$ cat src/rtl/costas_ctrl_pkg.sv
// Shared types and helpers for the Costas acquisition controller and its lock metric.
package costas_ctrl_pkg;

  typedef enum logic [2:0] {
    StIdle   = 3'd0,
    StLoad   = 3'd1,
    StSettle = 3'd2,
    StAcq    = 3'd3,
    StTrack  = 3'd4
  } state_e;

  localparam int unsigned ArmW       = 14;
  localparam int unsigned DiffW      = 15;
  localparam int unsigned WinLog2Def = 8;
  localparam int unsigned MetricWDef = DiffW + WinLog2Def;

  function automatic int unsigned metric_w(input int unsigned win_log2);
    return DiffW + win_log2;
  endfunction

  // |x| with the single unrepresentable case (-8192) clamped to +8191.
  function automatic logic [ArmW-1:0] abs_sat(input logic signed [ArmW-1:0] x);
    if (x[ArmW-1] && (x[ArmW-2:0] == '0)) return {1'b0, {(ArmW-1){1'b1}}};
    return x[ArmW-1] ? -x : x;
  endfunction

endpackage

$ cat src/rtl/costas_acq_ctrl_if.sv
// Control/sample bundle between the Costas loop and its acquisition sequencer.
interface costas_acq_ctrl_if #(
  parameter int unsigned FW = 32
) ();
  logic                 en;
  logic                 smp_valid;
  logic signed [13:0]   i_arm;
  logic signed [13:0]   q_arm;
  logic [FW-1:0]        freq_word;
  logic                 freq_load;
  logic                 loop_rst;
  logic                 gain_sel;
  logic                 locked;
  logic [5:0]           sweep_idx;
  logic [2:0]           state_o;

  modport master (
    output en, smp_valid, i_arm, q_arm,
    input  freq_word, freq_load, loop_rst, gain_sel, locked, sweep_idx, state_o
  );

  modport slave (
    input  en, smp_valid, i_arm, q_arm,
    output freq_word, freq_load, loop_rst, gain_sel, locked, sweep_idx, state_o
  );
endinterface

$ cat src/rtl/costas_lock_metric.sv
// Windowed sum of |I|-|Q| over 2**WIN_LOG2 valid samples with a signed threshold compare.
module costas_lock_metric
  import costas_ctrl_pkg::*;
#(
  parameter int unsigned WIN_LOG2 = 8,
  parameter int          LOCK_THR = 262144
) (
  input  logic                    clk,
  input  logic                    rst,
  input  logic                    i_clr,
  input  logic                    i_smp_valid,
  input  logic signed [ArmW-1:0]  i_i_arm,
  input  logic signed [ArmW-1:0]  i_q_arm,
  output logic                    o_win_done,
  output logic                    o_win_pass
);

  localparam int unsigned AccW = metric_w(WIN_LOG2);
  localparam logic signed [AccW-1:0] Thr = AccW'(LOCK_THR);

  logic signed [DiffW-1:0] w_d;
  logic signed [AccW-1:0]  w_sum;
  logic signed [AccW-1:0]  r_acc;
  logic [WIN_LOG2-1:0]     r_cnt;
  logic                    r_done;
  logic                    r_pass;

  assign w_d   = signed'({1'b0, abs_sat(i_i_arm)}) - signed'({1'b0, abs_sat(i_q_arm)});
  assign w_sum = r_acc + AccW'(w_d);

  // The last sample of a window is folded into the compare directly, so the
  // accumulator restarts at zero and back-to-back windows need no gap.
  always_ff @(posedge clk or posedge rst) begin
    if (rst) begin
      r_acc  <= '0;
      r_cnt  <= '0;
      r_done <= 1'b0;
      r_pass <= 1'b0;
    end else if (i_clr) begin
      r_acc  <= '0;
      r_cnt  <= '0;
      r_done <= 1'b0;
      r_pass <= 1'b0;
    end else begin
      r_done <= 1'b0;
      r_pass <= 1'b0;
      if (i_smp_valid) begin
        r_cnt <= r_cnt + WIN_LOG2'(1);
        if (&r_cnt) begin
          r_acc  <= '0;
          r_done <= 1'b1;
          r_pass <= (w_sum > Thr);
        end else begin
          r_acc <= w_sum;
        end
      end
    end
  end

  assign o_win_done = r_done;
  assign o_win_pass = r_pass;

endmodule

$ cat src/rtl/costas_acq_ctrl.sv
// Costas loop acquisition/tracking sequencer: frequency sweep, loop reset, gain select, lock.
module costas_acq_ctrl
  import costas_ctrl_pkg::*;
#(
  parameter int unsigned   FW         = 32,
  parameter logic [FW-1:0] F_START    = 32'h0A3D_70A4,
  parameter logic [FW-1:0] F_STEP     = 32'h0006_8DB9,
  parameter int unsigned   N_STEPS    = 32,
  parameter int unsigned   RST_CYC    = 16,
  parameter int unsigned   SETTLE_SMP = 1024,
  parameter int unsigned   WIN_LOG2   = 8,
  parameter int            LOCK_THR   = 262144,
  parameter int unsigned   LOCK_CNT   = 4,
  parameter int unsigned   LOSS_CNT   = 8,
  parameter int unsigned   ACQ_WIN    = 16
) (
  input logic              clk,
  input logic              rst,
  costas_acq_ctrl_if.slave bus
);

  state_e        r_state, w_state_d;
  logic [15:0]   r_cnt, w_cnt_d;
  logic [7:0]    r_win_cnt, w_win_cnt_d;
  logic [7:0]    r_pass_cnt, w_pass_cnt_d;
  logic [7:0]    r_fail_cnt, w_fail_cnt_d;
  logic          w_advance;
  logic          w_clr;
  logic          w_win_done;
  logic          w_win_pass;
  logic [FW-1:0] r_freq_word;
  logic [5:0]    r_sweep_idx;
  logic          r_freq_load;
  logic          r_loop_rst;
  logic          r_gain_sel;
  logic          r_locked;

  // Any state change discards a partial window.
  assign w_clr = ((r_state != StAcq) && (r_state != StTrack)) || (w_state_d != r_state);

  costas_lock_metric #(
    .WIN_LOG2 (WIN_LOG2),
    .LOCK_THR (LOCK_THR)
  ) u_metric (
    .clk         (clk),
    .rst         (rst),
    .i_clr       (w_clr),
    .i_smp_valid (bus.smp_valid),
    .i_i_arm     (bus.i_arm),
    .i_q_arm     (bus.q_arm),
    .o_win_done  (w_win_done),
    .o_win_pass  (w_win_pass)
  );

  always_comb begin
    w_state_d    = r_state;
    w_cnt_d      = r_cnt;
    w_win_cnt_d  = r_win_cnt;
    w_pass_cnt_d = r_pass_cnt;
    w_fail_cnt_d = r_fail_cnt;
    w_advance    = 1'b0;
    unique case (r_state)
      StIdle: if (bus.en) w_state_d = StLoad;
      StLoad: begin
        w_cnt_d = r_cnt + 16'd1;
        if (r_cnt == 16'(RST_CYC - 1)) w_state_d = StSettle;
      end
      StSettle: if (bus.smp_valid) begin
        w_cnt_d = r_cnt + 16'd1;
        if (r_cnt == 16'(SETTLE_SMP - 1)) w_state_d = StAcq;
      end
      StAcq: if (w_win_done) begin
        w_win_cnt_d  = r_win_cnt + 8'd1;
        w_pass_cnt_d = w_win_pass ? r_pass_cnt + 8'd1 : 8'd0;
        if (w_win_pass && (r_pass_cnt == 8'(LOCK_CNT - 1))) begin
          w_state_d = StTrack;
        end else if (r_win_cnt == 8'(ACQ_WIN - 1)) begin
          w_state_d = StLoad;
          w_advance = 1'b1;
        end
      end
      StTrack: if (w_win_done) begin
        if (w_win_pass) begin
          w_fail_cnt_d = 8'd0;
        end else begin
          w_fail_cnt_d = r_fail_cnt + 8'd1;
          if (r_fail_cnt == 8'(LOSS_CNT - 1)) w_state_d = StLoad;
        end
      end
      default: w_state_d = StIdle;
    endcase
    if (!bus.en) begin
      w_state_d = StIdle;
      w_advance = 1'b0;
    end
    if (w_state_d != r_state) begin
      w_cnt_d      = '0;
      w_win_cnt_d  = '0;
      w_pass_cnt_d = '0;
      w_fail_cnt_d = '0;
    end
  end

  always_ff @(posedge clk or posedge rst) begin
    if (rst) begin
      r_state     <= StIdle;
      r_cnt       <= '0;
      r_win_cnt   <= '0;
      r_pass_cnt  <= '0;
      r_fail_cnt  <= '0;
      r_freq_word <= F_START;
      r_sweep_idx <= '0;
      r_freq_load <= 1'b0;
      r_loop_rst  <= 1'b1;
      r_gain_sel  <= 1'b0;
      r_locked    <= 1'b0;
    end else begin
      r_state     <= w_state_d;
      r_cnt       <= w_cnt_d;
      r_win_cnt   <= w_win_cnt_d;
      r_pass_cnt  <= w_pass_cnt_d;
      r_fail_cnt  <= w_fail_cnt_d;
      r_freq_load <= (w_state_d == StLoad) && (r_state != StLoad);
      r_loop_rst  <= (w_state_d == StIdle) || (w_state_d == StLoad);
      r_gain_sel  <= (w_state_d == StTrack);
      r_locked    <= (w_state_d == StTrack);
      if (w_advance) begin
        if (r_sweep_idx == 6'(N_STEPS - 1)) begin
          r_sweep_idx <= '0;
          r_freq_word <= F_START;
        end else begin
          r_sweep_idx <= r_sweep_idx + 6'd1;
          r_freq_word <= r_freq_word + F_STEP;
        end
      end
    end
  end

  assign bus.freq_word = r_freq_word;
  assign bus.freq_load = r_freq_load;
  assign bus.loop_rst  = r_loop_rst;
  assign bus.gain_sel  = r_gain_sel;
  assign bus.locked    = r_locked;
  assign bus.sweep_idx = r_sweep_idx;
  assign bus.state_o   = r_state;

endmodule

$ cat src/flat_wrapper.sv
// flat-port wrapper written by rule: the top's interface ports become plain ports
module costas_acq_ctrl_flat import costas_ctrl_pkg::*;
#(
  parameter int unsigned   FW         = 32,
  parameter logic [FW-1:0] F_START    = 32'h0A3D_70A4,
  parameter logic [FW-1:0] F_STEP     = 32'h0006_8DB9,
  parameter int unsigned   N_STEPS    = 32,
  parameter int unsigned   RST_CYC    = 16,
  parameter int unsigned   SETTLE_SMP = 1024,
  parameter int unsigned   WIN_LOG2   = 8,
  parameter int            LOCK_THR   = 262144,
  parameter int unsigned   LOCK_CNT   = 4,
  parameter int unsigned   LOSS_CNT   = 8,
  parameter int unsigned   ACQ_WIN    = 16
)
  (clk, rst, bus_en, bus_smp_valid, bus_i_arm, bus_q_arm, bus_freq_word, bus_freq_load, bus_loop_rst, bus_gain_sel, bus_locked, bus_sweep_idx, bus_state_o);
  costas_acq_ctrl_if #(.FW(FW)) bus_i ();
  input logic clk;
  input logic rst;
  input wire logic [$bits(bus_i.en)-1:0] bus_en;
  input wire logic [$bits(bus_i.smp_valid)-1:0] bus_smp_valid;
  input wire logic [$bits(bus_i.i_arm)-1:0] bus_i_arm;
  input wire logic [$bits(bus_i.q_arm)-1:0] bus_q_arm;
  output wire logic [$bits(bus_i.freq_word)-1:0] bus_freq_word;
  output wire logic [$bits(bus_i.freq_load)-1:0] bus_freq_load;
  output wire logic [$bits(bus_i.loop_rst)-1:0] bus_loop_rst;
  output wire logic [$bits(bus_i.gain_sel)-1:0] bus_gain_sel;
  output wire logic [$bits(bus_i.locked)-1:0] bus_locked;
  output wire logic [$bits(bus_i.sweep_idx)-1:0] bus_sweep_idx;
  output wire logic [$bits(bus_i.state_o)-1:0] bus_state_o;
  assign bus_i.en = bus_en;
  assign bus_i.smp_valid = bus_smp_valid;
  assign bus_i.i_arm = bus_i_arm;
  assign bus_i.q_arm = bus_q_arm;
  assign bus_freq_word = bus_i.freq_word;
  assign bus_freq_load = bus_i.freq_load;
  assign bus_loop_rst = bus_i.loop_rst;
  assign bus_gain_sel = bus_i.gain_sel;
  assign bus_locked = bus_i.locked;
  assign bus_sweep_idx = bus_i.sweep_idx;
  assign bus_state_o = bus_i.state_o;
  costas_acq_ctrl #(.FW(FW), .F_START(F_START), .F_STEP(F_STEP), .N_STEPS(N_STEPS), .RST_CYC(RST_CYC), .SETTLE_SMP(SETTLE_SMP), .WIN_LOG2(WIN_LOG2), .LOCK_THR(LOCK_THR), .LOCK_CNT(LOCK_CNT), .LOSS_CNT(LOSS_CNT), .ACQ_WIN(ACQ_WIN)) u_core (.clk(clk), .rst(rst), .bus(bus_i));
endmodule
$ cat config.mk
export PLATFORM = sky130hd
export DESIGN_NAME = costas_acq_ctrl_flat
export DESIGN_NICKNAME = d
export VERILOG_FILES = /design/src/rtl/costas_ctrl_pkg.sv /design/src/rtl/costas_acq_ctrl_if.sv /design/src/rtl/costas_lock_metric.sv /design/src/rtl/costas_acq_ctrl.sv /design/src/flat_wrapper.sv
export SDC_FILE = /design/constraint.sdc
export NUM_CORES = 1
export LEC_CHECK = 0
export CAP_MARGIN = 5
export CORE_MARGIN = 3
export CORE_UTILIZATION = 59
export DETAILED_ROUTE_END_ITERATION = 8
export PLACE_DENSITY = 0.82
export SLEW_MARGIN = 40
export SYNTH_ARGS = -nofsm -noshare
export SYNTH_HDL_FRONTEND = slang
export SYNTH_SLANG_ARGS = --single-unit
$ cat constraint.sdc
create_clock -name clk -period 5.8 [get_ports clk]
set_input_delay 1.74 -clock clk [delete_from_list [all_inputs] [get_ports clk]]
set_output_delay 1.74 -clock clk [all_outputs]
set_load 0.03 [all_outputs]
==> impl_metrics.tcl <==
set metrics [dict create \
    min_from "u_core.u_metric.r_acc[2]" \
    fin_crit_sh_pct 124 \
    crit_required_ns 6.10 \
    swShare_pct 32.0 \
    synth_cell_types 63 \
    syn_avg_cell_area_sq_um 8.52 \
    insertion_delay_ns 0.42 \
    clock_power_share_pct 35.0 \
    hp-class "flip-flop to flip-flop" \
    final_cell_mix "buf_4 (161), nor2_1 (125), dfrtp_1 (103)" \
    clkTransAtPathRegs_ns 0.05 \
    p_int_uw 1940 \
    cts_buffers 17 \
    grt_pass1_vias 8080 \
    setup_viol_count_final 16 \
    cts_num_sinks 117 \
    place_ws_ns -1.76 \
    synth_edf_count 0 \
    skew_ns 0.00970 \
    cts_tree "done" \
    power.switching_uw 915 \
    power.density_nw_per_um2 247 \
    antenna_left 0 \
    final_nets 1268 \
    die_width_um 123 \
    dieHeight_um 123 \
    io_buffers 76 \
    setup_tns_ns -9.60 \
    regToRegStartpoint "u_core.u_metric.r_acc[0]" \
    slew_headroom_pct 38.8 \
    cts-root-buf "clkbuf_16" \
    slew_viol_final 0 \
    p_comb_share_pct 35.6 \
    fin_crit_ns 7.17 \
    finalHoldViolCount 0 \
    wl_mm 30.0 \
    grt_antenna_before_repair 0 \
    num_vias 9243 \
    yosysSeqAreaShare_pct 36.5 \
    grt_pass1_wl_mm 37.7 \
    area_delta_synth_final_pct 43.3 \
    dp.cells 1310 \
    async_reset_ff_share_pct 100 \
    grt-ovfl-total 0 \
    dp_hpwl_mm 14.6 \
    grtUsageTotal_pct 30.9 \
    critPathLaunchType "primary input" \
    drt-initial-drc-count 1155 \
    place.gp.congestion 0.913 \
    synthFlopType "dfrtp_1" \
    grt_max_degree 50 \
    syn_area_sq_um 8080 \
    setup_slack_ns -1.37 \
    grt_setup_unrepaired "true" \
    hold_buffers 0 \
    cellLeakagePower_uw 0.00528 \
    cap_violations 0 \
    worstSetupStartpoint "bus_i_arm[0]" \
    htree_levels 4 \
    status "finished with violations" \
    ys_seq_elements 117 \
    syn_nets 1029 \
    synthCells 948 \
    die-area_sq_um 15100 \
    path_max_fanout 5 \
    endpoint_kind "flip-flop" \
    core_area_sq_um 13300 \
    ios 77 \
    max_freq_ghz 0.139 \
    placementRows 42 \
    seqPwrFrac_pct 29.4 \
    violations "negative setup slack" \
    final_common_cell "buf_4" \
    start_util_pct 60.8 \
    critPathKind "primary input to flip-flop" \
    detail_route.wl_per_cell_um 21.8 \
    layout-drive-gt1-share_pct 28.1 \
    drc 0 \
    vdd_drop_max_mv 0.229 \
    cp_data_arrival_time_ns 7.47 \
    diodes 0 \
    tightest_slew_ns 0.912 \
    yosysWarnings 0 \
    drt_pre_antenna_iters 7 \
    clock_path_buffers 2 \
    detail_route.vias_per_cell 6.72 \
    fin_cells 1376 \
]
-- cells by family after synthesis --
kind of cell    Yosys count  synth area share (%)
compound gates          238                  19.9
xor+xnor                 78                  8.45
fa+ha+maj                49                  7.77
buf+inv                  64                  3.02
flops                   117                  36.5
mux                       7                 0.867
simple gates            395                  23.6
-- sequential cells by signal (all words and copies together) (netlist names), 3 cells and up --
signal / flops
u_core.bus.freq_word: 32
u_core.bus.state_o: 3
u_core.bus.sweep_idx: 6
u_core.r_cnt: 16
u_core.r_fail_cnt: 8
u_core.r_pass_cnt: 8
u_core.r_win_cnt: 8
u_core.u_metric.r_acc: 23
u_core.u_metric.r_cnt: 8
-- final timing paths --
kind                            slack, ns                         end  cells past startpoint
worst max-delay path                -1.37  u_core.u_metric.o_win_pass                     25
worst min-delay path                 0.51    u_core.u_metric.r_acc[2]                      1
worst max register to register       2.12  u_core.u_metric.o_win_pass                     12
worst min register to register       0.51    u_core.u_metric.r_acc[2]                      1
max in group asynchronous            3.13     u_core.bus.freq_word[2]                      3
min in group asynchronous            1.75     u_core.bus.sweep_idx[2]                      2
-- cell usage after synthesis (4+ instances only) --
cell | count | area share [%]
nand4_1 | 17 | 1.3
dfstp_2 | 14 | 4.6
a21oi_1 | 54 | 3.3
or4_1 | 7 | 0.65
or3_1 | 7 | 0.54
xor2_1 | 39 | 4.2
nand2_1 | 84 | 3.9
o31ai_1 | 11 | 1.0
o2bb2ai_1 | 7 | 0.76
o21ai_0 | 62 | 3.8
ha_1 | 47 | 7.3
a22oi_1 | 4 | 0.37
clkbuf_1 | 30 | 1.4
or2_2 | 12 | 0.93
nand3b_1 | 6 | 0.56
nor2b_1 | 9 | 0.70
nor2_1 | 131 | 6.1
xnor2_1 | 39 | 4.2
a21o_1 | 10 | 0.93
inv_1 | 33 | 1.5
o41ai_1 | 5 | 0.54
a21boi_0 | 4 | 0.37
dfrtp_1 | 103 | 32
nand3_1 | 36 | 2.2
and2_1 | 8 | 0.62
a31oi_1 | 14 | 1.1
o311a_1 | 4 | 0.50
o21a_1 | 6 | 0.56
and3_1 | 21 | 1.6
a211o_1 | 6 | 0.65
nor3_1 | 25 | 1.5
a2111oi_0 | 4 | 0.43
mux2i_1 | 7 | 0.87
a22o_1 | 16 | 1.7
nand2b_1 | 11 | 0.85
a211oi_1 | 4 | 0.37
nor4_1 | 7 | 0.54
-- routing by layer --
metal  up-vias  part of all wire (%)  GRT usage, %  wire, um
met3       232                   8.7          5.22      2610
met5         -                     0             0         0
met4         0                   7.0          11.9      2100
met2       729                    48          53.2     14500
li1       3904                     -             -         -
met1      4378                    36          39.0     10800
-- per-stage QoR --
step	total power (uW)	hold slack, ns	instance area (sq um)	utilization (%)
finish	2860	0.508	11600	87.1
CTS	2630	0.501	11100	83.6
global placement	1540	0.480	10200	76.6
global route	2940	0.517	11600	87.1
detailed placement	1560	0.485	10200	76.6
floorplan	1250	0.462	8260	-
-- final cells by class --
type | instances | area, sq um
multi-input combinational | 767 | 5580
sequential | 117 | 2950
timing repair buffer | 251 | 2150
fill | 607 | 1710
clock buffer | 27 | 503
tap | 176 | 220
inverter | 33 | 126
clock inverter | 5 | 50.0
-- critical path: stages --
cell and delay [ns]:
clkdlybuf4s50_1 0.51, inv_1 0.11, ha_4 0.18, inv_1 0.16
a21oi_1 0.10, o21ai_0 0.41, ha_4 0.29, buf_4 0.15
o21ai_2 0.08, a21boi_2 0.10, o21ai_2 0.19, a21boi_2 0.13
o21ai_2 0.16, nand2b_1 0.10, xnor2_1 0.17, ha_1 0.41
nand3_1 0.17, nand2_1 0.13, and4b_2 0.26, or3_4 0.42
a2111oi_4 0.39, o2111ai_1 0.16, or4_1 0.44, a21o_1 0.18
o311a_1 0.32
-- repair_timing --
item	in CTS	in global routing
endpoints found under the setup margin	16	16
gates resized for setup	65	88
setup buffers	20	19
gates cloned	0	0
pin swaps	38	47
-- power by group through the flow --
stage	clock network, uW	logic, uW	registers, uW
6_report	1000	1020	840
5_1_grt	1040	1060	842
4_1_cts	991	802	840
3_5_place_dp	0	709	852
3_3_place_gp	0	693	852
2_1_floorplan	0	402	851
Power figures use the tool's default switching activity.
